[config.mk]
export PLATFORM = sky130hd
export DESIGN_NAME = mem_arbiter
export DESIGN_NICKNAME = d
export VERILOG_FILES = /design/src/rtl/mem_arbiter.sv
export SDC_FILE = /design/constraint.sdc
export NUM_CORES = 1
export LEC_CHECK = 0
export CORE_AREA = 2 2 107 109
export CTS_CLUSTER_DIAMETER = 80
export DETAILED_ROUTE_END_ITERATION = 10
export DIE_AREA = 0 0 109 111
export MAX_ROUTING_LAYER = met4
export PLACE_DENSITY = 0.84
export SLEW_MARGIN = 20
export SYNTH_ARGS = -nofsm -noshare
export SYNTH_HDL_FRONTEND = slang
export SYNTH_SLANG_ARGS = --single-unit
[constraint.sdc]
create_clock -name clk -period 2.24 [get_ports clk]
set_input_delay 0.448 -clock clk [delete_from_list [all_inputs] [get_ports clk]]
set_output_delay 0.448 -clock clk [all_outputs]
set_load 0.02 [all_outputs]
[src/rtl/mem_arbiter.sv]
// Round-robin arbiter between the instruction (m0) and data (m1) masters in front of the single-port
// word memory. Merges byte-enabled writes into full-word writes and responds one cycle after grant.
module mem_arbiter #(
  parameter int MEM_WORDS  = 256,
  parameter int ADDR_SHIFT = 2
) (
  input  logic        clk,
  input  logic        rst_n,

  input  logic        m0_req_i,
  input  logic [31:0] m0_addr_i,
  output logic        m0_gnt_o,
  output logic        m0_rvalid_o,
  output logic [31:0] m0_rdata_o,

  input  logic        m1_req_i,
  input  logic [31:0] m1_addr_i,
  input  logic        m1_we_i,
  input  logic [3:0]  m1_be_i,
  input  logic [31:0] m1_wdata_i,
  output logic        m1_gnt_o,
  output logic        m1_rvalid_o,
  output logic [31:0] m1_rdata_o,
  output logic        m1_err_o,

  output logic        mem_req_o,
  input  logic        mem_gnt_i,
  input  logic        mem_rvalid_i,
  output logic [31:0] mem_addr_o,
  output logic        mem_we_o,
  output logic [31:0] mem_wdata_o,
  input  logic [31:0] mem_rdata_i
);

  typedef enum logic {M0 = 1'b0, M1 = 1'b1} master_e;

  master_e     prio_q;
  master_e     owner_q;
  master_e     sel;
  logic        pend_q;
  logic        err_q;
  logic [31:0] rdata_q;
  logic [31:0] sel_addr;
  logic [31:0] word_idx;
  logic        in_range;
  logic        grant;
  logic        sel_write;
  logic        rsp;

  always_comb begin
    sel = M0;
    if (m0_req_i && m1_req_i) sel = prio_q;
    else if (m1_req_i)        sel = M1;
  end

  assign mem_req_o = m0_req_i | m1_req_i;
  assign sel_addr  = (sel == M1) ? m1_addr_i : m0_addr_i;
  assign word_idx  = sel_addr >> ADDR_SHIFT;
  assign in_range  = word_idx < 32'(MEM_WORDS);
  assign grant     = mem_gnt_i & mem_req_o;
  assign sel_write = (sel == M1) & m1_we_i;

  assign m0_gnt_o   = grant & (sel == M0);
  assign m1_gnt_o   = grant & (sel == M1);
  assign mem_addr_o = word_idx;
  assign mem_we_o   = grant & sel_write & in_range;

  // Read-modify-write: disabled byte lanes are refilled from the word currently addressed.
  always_comb begin
    mem_wdata_o = mem_rdata_i;
    for (int n = 0; n < 4; n++) begin
      if (m1_be_i[n]) mem_wdata_o[8*n +: 8] = m1_wdata_i[8*n +: 8];
    end
  end

  always_ff @(posedge clk or negedge rst_n) begin
    if (!rst_n) begin
      prio_q  <= M0;
      owner_q <= M0;
      pend_q  <= 1'b0;
      err_q   <= 1'b0;
      rdata_q <= '0;
    end else begin
      pend_q <= grant;
      if (grant) begin
        prio_q  <= (sel == M0) ? M1 : M0;
        owner_q <= sel;
        err_q   <= (sel == M1) && !in_range;
        rdata_q <= (in_range && !sel_write) ? mem_rdata_i : '0;
      end
    end
  end

  // pend_q filters stray memory responses and those belonging to a grant lost to reset.
  assign rsp         = mem_rvalid_i & pend_q;
  assign m0_rvalid_o = rsp & (owner_q == M0);
  assign m1_rvalid_o = rsp & (owner_q == M1);
  assign m0_rdata_o  = m0_rvalid_o ? rdata_q : '0;
  assign m1_rdata_o  = m1_rvalid_o ? rdata_q : '0;
  assign m1_err_o    = m1_rvalid_o & err_q;

endmodule

Word-level counts from Yosys, hierarchy flattened
Index checks and enable logic that the tools add are counted.

storage, ports and cells
  register bits = 36
  bits of input ports = 139
  output and inout port bits = 135
  word-level logic and storage cells = 35

cells by class
  magnitude comparators = 1
  mux-type cells = 11
  bitwise logic cells = 13
  reduce and logical (&&, ||, !) cells = 5

operators by type and width
  operator                                                                count
  32-bit 2-to-1 mux                                                       4
  8-bit 2-to-1 mux                                                        4
  30-bit by 9-bit < comparator with 1-bit output (second input constant)  1
  1-bit AND                                                               10
  1-bit logical AND                                                       3
  1-bit 2-to-1 mux                                                        3
  1-bit logical NOT                                                       2
  1-bit NOT                                                               2
  1-bit OR                                                                1

Longest topological paths before layout
Gate-level depths: netlist of run 1.

  depth in word-level cells = 6
  mapped depth = 6
  depth with buffers taken out = 5

Worst setup path before layout of run 1
No wires, ideal clock.

  path kind = input -> output
  start point = input port m1_req_i
  end point = output port m0_gnt_o
  arrival time = 1.557 ns
  data required time = 1.792 ns
  path slack = 0.235 ns
  stages = 5
  path buffers = 1
  cell sequence = or2_2 > nand2_2 > clkinv_1 > buf_2 > and2_1

on the way
  elaborated cells between the ends (all ways) = 7
  classes of those cells = mux: 2; bitwise: 4; reduce/logical: 1

RTL lines
  what             RTL line  RTL
  start, declared  16        input logic m1_req_i,
  1-bit OR         56        assign mem_req_o = m0_req_i | m1_req_i;
  1-bit AND        60        assign grant = mem_gnt_i & mem_req_o;
  named net grant  46        logic grant;
  1-bit AND        63        assign m0_gnt_o = grant & (sel == M0);
  end, declared    12        output logic m0_gnt_o,

The timed path passes the listed nets, and every way through them passes these cells.

Worst setup path in the final report of run 1
  start point = input port m1_addr_i[22]
  end point = output port mem_we_o

on the way
  cells in the longest elaborated chain, start to end = 3

ends and longest elaborated chain
  what                                            RTL line  RTL
  start, declared                                 17        input logic [31:0] m1_addr_i,
  32-bit 2-to-1 mux                               57        assign sel_addr = (sel == M1) ? m1_addr_i : m0_addr_i;
  30-bit by 9-bit < comparator with 1-bit output  59        assign in_range = word_idx < 32'(MEM_WORDS);
  1-bit AND                                       66        assign mem_we_o = grant & sel_write & in_range;
  end, declared                                   30        output logic mem_we_o,

Every way passes these cells.

==> results of run 1 <==
## where the power goes
group | total, mW | leakage (nW) | switching [mW] | internal [mW]
clock network | 0.661 | 0.0736 | 0.252 | 0.409
logic | 0.845 | 2.15 | 0.382 | 0.463
registers | 0.667 | 0.495 | 0.00803 | 0.659
total | 2.17 | 2.72 | 0.642 | 1.53
## worst min path at each step
stage / cells past startpoint / to / slack [ps] / startpoint
2_1_floorplan: 0 / err_q / 150 / rst_n
3_3_place_gp: 2 / err_q / 460 / err_q
3_5_place_dp: 2 / err_q / 470 / err_q
4_1_cts: 1 / rdata_q[16] / 300 / rst_n
5_1_grt: 1 / rdata_q[16] / 350 / rst_n
6_report: 1 / rdata_q[16] / 280 / rst_n
## what timing repair did
action | 4_1_cts | 5_1_grt
cloned | 2 | 0
setup buffers | 3 | 1
setup endpoints to repair | 133 | 98
gates resized for setup | 246 | 103
pin swaps | 1 | 6
## layout by cell type (no fill, tap or decap), types with 2 or more instances in the layout
cell / netlist / layout
nor2_1: 7 / 5
buf_12: 0 / 12
o31ai_2: 30 / 30
dfrtp_1: 36 / 36
clkdlybuf4s15_1: 0 / 27
buf_4: 5 / 12
buf_2: 4 / 16
diode_2: 0 / 2
nand2_1: 69 / 69
clkdlybuf4s50_1: 0 / 123
nor4_1: 7 / 5
mux2_2: 63 / 61
clkbuf_16: 0 / 5
buf_6: 4 / 6
dlygate4sd2_1: 0 / 37
mux2_4: 0 / 2
dlymetal6s2s_1: 0 / 9
clkdlybuf4s15_2: 0 / 16
o31ai_1: 3 / 3
clkinv_2: 0 / 2
nor4_2: 3 / 4
and2_1: 66 / 66
clkbuf_2: 0 / 36
conb_1: 1 / 2
## worst max-delay path: cells and delay by family
kind                   cells  cell delay, ps
buffers and inverters      2             550
and+or+nand+nor            4             770
## stage by stage
step | TNS [ps] | setup WS (ps)
floorplan | 0 | 235
global placement | -40030 | -573
detailed placement | -43790 | -571
CTS | -220 | -214
global route | -80.8 | -67.7
finish | 0 | 25.8
## cell type report
class	count	share of cell area (%)
multi-input combinational	260	33.5
clock buffer	5	2.06
tap	143	2.95
sequential	36	14.8
clock inverter	3	0.309
timing repair buffer	295	46.2
antenna	2	0.0824
inverter	2	0.124
## registers in the layout (all words and copies together) (netlist names)
name,count
prio_q,1
pend_q,1
err_q,1
owner_q,1
rdata_q,32
## kinds of logic (layout without fill, tap and decap cells)
kind of cell	Yosys count	in the layout	synth area share [%]
buf+inv	31	305	5.58
mux	63	63	23.3
flops	36	36	29.5
other cells	1	4	0.123
simple gates	159	159	27.2
compound gates	36	36	14.3
## metal layers
| layer | share of wire (%) | routed length [µm] | global-route usage, % |
|---|---|---|---|
| met5 | 0 | 0 | - |
| met4 | 1.5 | 179 | 4.79 |
| met3 | 7.3 | 865 | 3.82 |
| met2 | 53 | 6330 | 36.9 |
| met1 | 38 | 4540 | 20.4 |
==> summary.md, run 1 <==
| Metric | Value |
|---|---|
| Vias in the first global route | between 3000 and 4000 |
| Status | complete, no violations |
| Reg area | 901 µm² |
| Gp weighted congestion | roughly 0.8 |
| End of the critical path | mem_we_o |
| Min Clock Period, post-route | approximately 2200 ps |
| Number of remaining DRC errors | 0 |
| Skew-Pair Late Insertion Delay | 270 ps |
| Crit end category | output pin |
| Bufs on Longest Clock Path | 2 |
| Share of layout cells above drive strength 1 | between 30% and 40% |
| Final Instance Area | ~6100 µm² |
| Via-per-instance ratio | around 4.7 |
| Detail Route Antenna Nets | 0 |
| Total power | roughly 2.2 mW |
| Share of the synthesized area in the top cell type | between 20% and 30% |
| Most numerous cell in the Yosys netlist | nand2_1 |
| Die area | between 10000 and 15000 µm² |
| Final worst clock skew | ~1.8 ps |
| Initial antenna violation count | 2 |
| Reg-to-reg slack, setup | about 450 ps |
| Slew margin rel. | around 44% |
| Sink Count | 36 |
| Crit path max-delay cell type | clkdlybuf4s50_1 |
| Worst Tran Pin Value | ~830 ps |
| CP Launch Point | m1_addr_i[22] |
| Static leakage | between 2 and 3 nW |
| DR iter-0 viols | slightly below 80 |
| Dpl cells | between 700 and 800 |
| Grt ovf | 0 |
| Fill cells | between 1000 and 1500 |
| RSZ-0062 raised after global routing | true |
| DRT Pass-1 Iters | 4 |
| Worst Path Arrival | between 1500 and 2000 ps |
| Synth Cell Area | 3050 µm² |
| Worst r2r dst | rdata_q[29] |
| Seq/Total Area, Yosys | between 20 and 30% |
| Peak supply drop | about 0.24 mV |
| Final #Nets | 739 |
| MaxCap Viol Count | 0 |
| Vias | ~3500 |
| CTS tree | done |
| GRT Util Overall | 19.6% |
| Pin count of the biggest net entering global routing | 37 |
| Worst r2r path cells | 6 |
| # port buffers | between 200 and 300 |
| FMAX | 452 MHz |
| DR WL/cell | between 15 and 20 µm |
| Slowest stage delay, CP | 440 ps |
| Cell Chain, Critical Path | clkdlybuf4s50_1 -> nor4_2 -> nand2_1 -> nor2_2 -> and3_4 -> buf_6 |
| #FFs+latches synth | 36 |
| Crit-path max FO | 2 |
| Total CTS buffers | 5 |
| WL final | 11900 µm |
| Syn Inst Count | approximately 330 |
| Final cell count without fillers | approximately 750 |
| Post-synth top area cell | dfrtp_1 |
| Worst Hold Class | in2async |
| Core area | 11100 µm² |
| Hold Buf Count CTS | 0 |
| H-tree Lvls | 2 |
| Syn Area/Cell | 9.36 µm² |
| Final setup viols | 0 |
| # rows | 39 |
| Initial Utilization | ~28% |
| Final period util | about 99% |
| Slew Limit Fails | 0 |
| RR Startpoint | prio_q |
| Post-synth EDFFs | 0 |
| Synth cell count leaders | nand2_1 (69), and2_1 (66), mux2_2 (63) |
| Chip height | approximately 110 µm |
| Final Util | 54.8% |
| Top post-synthesis cells by area | dfrtp_1 (30%), mux2_2 (23%), and2_1 (14%), o31ai_2 (12%), nand2_1 (8.5%) |
| Die W | around 110 µm |
| Clk slew on worst S/H paths | 60 ps |
| Multi-input logic area | slightly above 2000 µm² |
| WS Path Type | in2out |
| Pwr Density | 358 nW/µm² |
| First-pass GRT wire length | between 15000 and 20000 µm |
| CP startpoint kind | input port |
| Clock root buffer | clkbuf_16 |
| DPL Wire Length | 9770 µm |
| Yosys warns | 0 |
| Hold Vio Cnt, Final | 0 |
| WP data required | 1790 ps |
| Top_reg_cell synth | dfrtp_1 |
| Worst hold slack | approximately 280 ps |
| Netlist cell types | 25 |
| Placed instance area | 6050 µm² |
| I/O pins | between 200 and 300 |
| Ys async rst share | 100% |
| Area Overhead vs Synth | 99.1% |
Note: power is estimated with default switching activity, not from simulation.
==> inputs of run 2 (changes only) <==
HOLD_SLACK_MARGIN = 0.02   (was default)
PLACE_DENSITY = 0.71   (was 0.84)
==> summary.md, run 2 (same netlist as run 1, synthesis figures left out) <==
| Metric | Value |
|---|---|
| Clk slew on worst S/H paths | 50 ps (about the same) |
| Total CTS buffers | 5 (unchanged) |
| Commonest non-fill, non-tap cell in the layout | clkdlybuf4s50_1 |
| Placed instance area | 6000 µm² (-0.83%) |
| Skew-Pair Late Insertion Delay | 270 ps (about the same) |
| Crit path max-delay cell type | clkdlybuf4s50_1 |
| Final #Nets | 741 (+0.27%) |
| Detail Route Antenna Nets | 0 (unchanged) |
| Bufs on Longest Clock Path | 2 (unchanged) |
| Final setup viols | 1 (+1) |
| Die area | 12100 µm² (unchanged) |
| GRT Util Overall | 20.0% (+0.45 points) |
| MaxCap Viol Count | 0 (unchanged) |
| Worst r2r path cells | 7 (+1) |
| Gp weighted congestion | 0.744 (-7.2%) |
| Slew Limit Fails | 0 (unchanged) |
| Clock root buffer | clkbuf_16 |
| Final period util | 101% (+1.8 points) |
| Setup ws final | -14.8 ps (-40.6 ps) |
| # port buffers | 267 (unchanged) |
| Final Instance Area | 5920 µm² (-2.6%) |
| Initial antenna violation count | 0 (-2) |
| Vias in the first global route | 3597 (-4.0%) |
| First-pass GRT wire length | 18400 µm (+1.0%) |
| Initial Utilization | 27.5% (unchanged) |
| Failing checks | negative setup slack |
| Max FFs per register | 32 (unchanged) |
| WP buf/inv | 2 (unchanged) |
| Status | finished, violations left |
| Clock share of power | 31.8% (+1.4 points) |
| FMAX | 443 MHz (-1.8%) |
| Static leakage | 2.72 nW (+0.13%) |
| Final worst clock skew | 3.49 ps (+1.65 ps) |
| WP data required | 1790 ps (about the same) |
| TNS Setup | -14.8 ps (-14.8 ps) |
| Worst Hold Class | in2async |
| Pwr Density | 378 nW/µm² (+5.8%) |
| Crit end category | output pin |
| WS Path Type | in2out |
| Worst Path Arrival | 1810 ps (+40 ps) |
| Number of remaining DRC errors | 0 (unchanged) |
| Pin count of the biggest net entering global routing | 37 (unchanged) |
| Worst Tran Pin Value | 848 ps (+15.0 ps) |
| DR WL/cell | 16.8 µm (+5.4%) |
| Multi-input logic area | 2020 µm² (-0.49%) |
| Worst r2r dst | rdata_q[13] |
| Slowest stage delay, CP | 490 ps (+50 ps) |
| Slew margin rel. | 43.4% (-1.0 points) |
| Combinational Power Share | 38.4% (-0.5 points) |
| Min Clock Period, post-route | 2250 ps (+40.6 ps) |
| DPL Wire Length | 9720 µm (-0.49%) |
| Most frequent cells in the layout | clkdlybuf4s50_1 (124), nand2_1 (69), and2_1 (66) |
| RR Startpoint | prio_q |
| # rows | 39 (unchanged) |
| Core area | 11100 µm² (unchanged) |
| Switch Pwr | 0.641 mW (-0.11%) |
| Total power | 2.24 mW (+3.0%) |
| N_diodes | 0 (-2) |
| Int Pwr | 1.60 mW (+4.3%) |
| Reg area | 901 µm² (unchanged) |
| CP startpoint kind | input port |
| Share of layout cells above drive strength 1 | 39.4% (+3.9 points) |
| Vias | 3480 (-0.29%) |
| Final Util | 53.4% (-1.4 points) |
| Hold Vio Cnt, Final | 0 (unchanged) |
| Sink Count | 36 (unchanged) |
| Die W | 109 µm (unchanged) |
| Crit-path max FO | 2 (unchanged) |
| Grt ovf | 0 (unchanged) |
| DRT Pass-1 Iters | 4 (unchanged) |
| Area Overhead vs Synth | 94.0% |
| Cell Chain, Critical Path | clkdlybuf4s50_1 -> nor4_4 -> nand4_1 -> nor2_2 -> and3_1 -> buf_6 |
| WL final | 12500 µm (+5.2%) |
| Fill cells | 1079 (+6.6%) |
| Largest reg by FF count | rdata_q |
| Peak supply drop | 0.266 mV (+11%) |
| Sw Share | 28.6% (-0.90 points) |
| Chip height | 111 µm (unchanged) |
| Largest delay share family, worst path | simple AND/OR/NAND/NOR gates |
| RSZ-0062 raised after global routing | true |
| Worst hold slack | 279 ps (+3.63 ps) |
| Sequential power share | 29.8% (-0.9 points) |
| CTS tree | done |
| Reg-to-reg slack, setup | 400 ps (-50 ps) |
| I/O pins | 274 (unchanged) |
| DR iter-0 viols | 86 (+8.9%) |
| H-tree Lvls | 2 (unchanged) |
| Via-per-instance ratio | 4.67 (-0.15%) |
==> run 2: cell types whose count changed in the layout (fill, tap and decap cells not counted), sizes merged, moves of 2 or more <==
cell	previous run	this run
diode	2	0
clkinv	4	1
clkbuf	41	54
dlygate4sd2	37	31
clkdlybuf4s15	43	10
buf	47	77
==> run 2: layout make-up <==
type	count	area share (%)
Timing Repair Buffer	297	44.8
Multi-Input combinational cell	260	34.2
Sequential cell	36	15.2
Tap cell	143	3.02
Clock buffer	7	2.58
Inverter	2	0.127
==> run 2: worst max-delay path by stage <==
stage,from,endpoint,slack [ps],depth (start not counted)
global route,m1_addr_i[27],mem_we_o,-60,6
detailed placement,m1_addr_i[27],mem_we_o,-630,6
global placement,m1_addr_i[27],mem_we_o,-590,6
CTS,m1_addr_i[27],mem_we_o,-260,6
finish,m1_addr_i[27],mem_we_o,-10,6
floorplan,m1_req_i,m0_gnt_o,240,5
==> run 2: power by group through the flow <==
| stage | sequential [mW] | combinational (mW) | clock, mW |
|---|---|---|---|
| 6_report | 0.667 | 0.860 | 0.712 |
| 5_1_grt | 0.668 | 0.913 | 0.767 |
| 4_1_cts | 0.666 | 0.865 | 0.734 |
| 3_5_place_dp | 0.676 | 0.899 | 0 |
| 3_3_place_gp | 0.675 | 0.893 | 0 |
| 2_1_floorplan | 0.674 | 0.358 | 0 |
==> run 2: timing repair <==
item | CTS | global route
endpoints found under the hold margin | 0 | 0
gates resized for setup | 267 | 144
setup buffers | 5 | 2
setup endpoints to repair | 132 | 81
hold buffers | 0 | 0
gates cloned | 1 | 2
pin swaps | 0 | 7
==> run 2: stage by stage <==
stage,setup WS (ps),cells
2_1_floorplan,235,327
3_3_place_gp,-588,728
3_5_place_dp,-630,728
4_1_cts,-256,741
5_1_grt,-58.1,745
6_report,-14.8,745
==> run 2: layer usage <==
layer	track usage (%)	part of all wire (%)	vias to the layer above
met5	-	0	-
met3	3.47	8.1	15
li1	-	-	1670
met2	38.1	54	176
met4	5.38	1.8	0
met1	20.6	37	1619
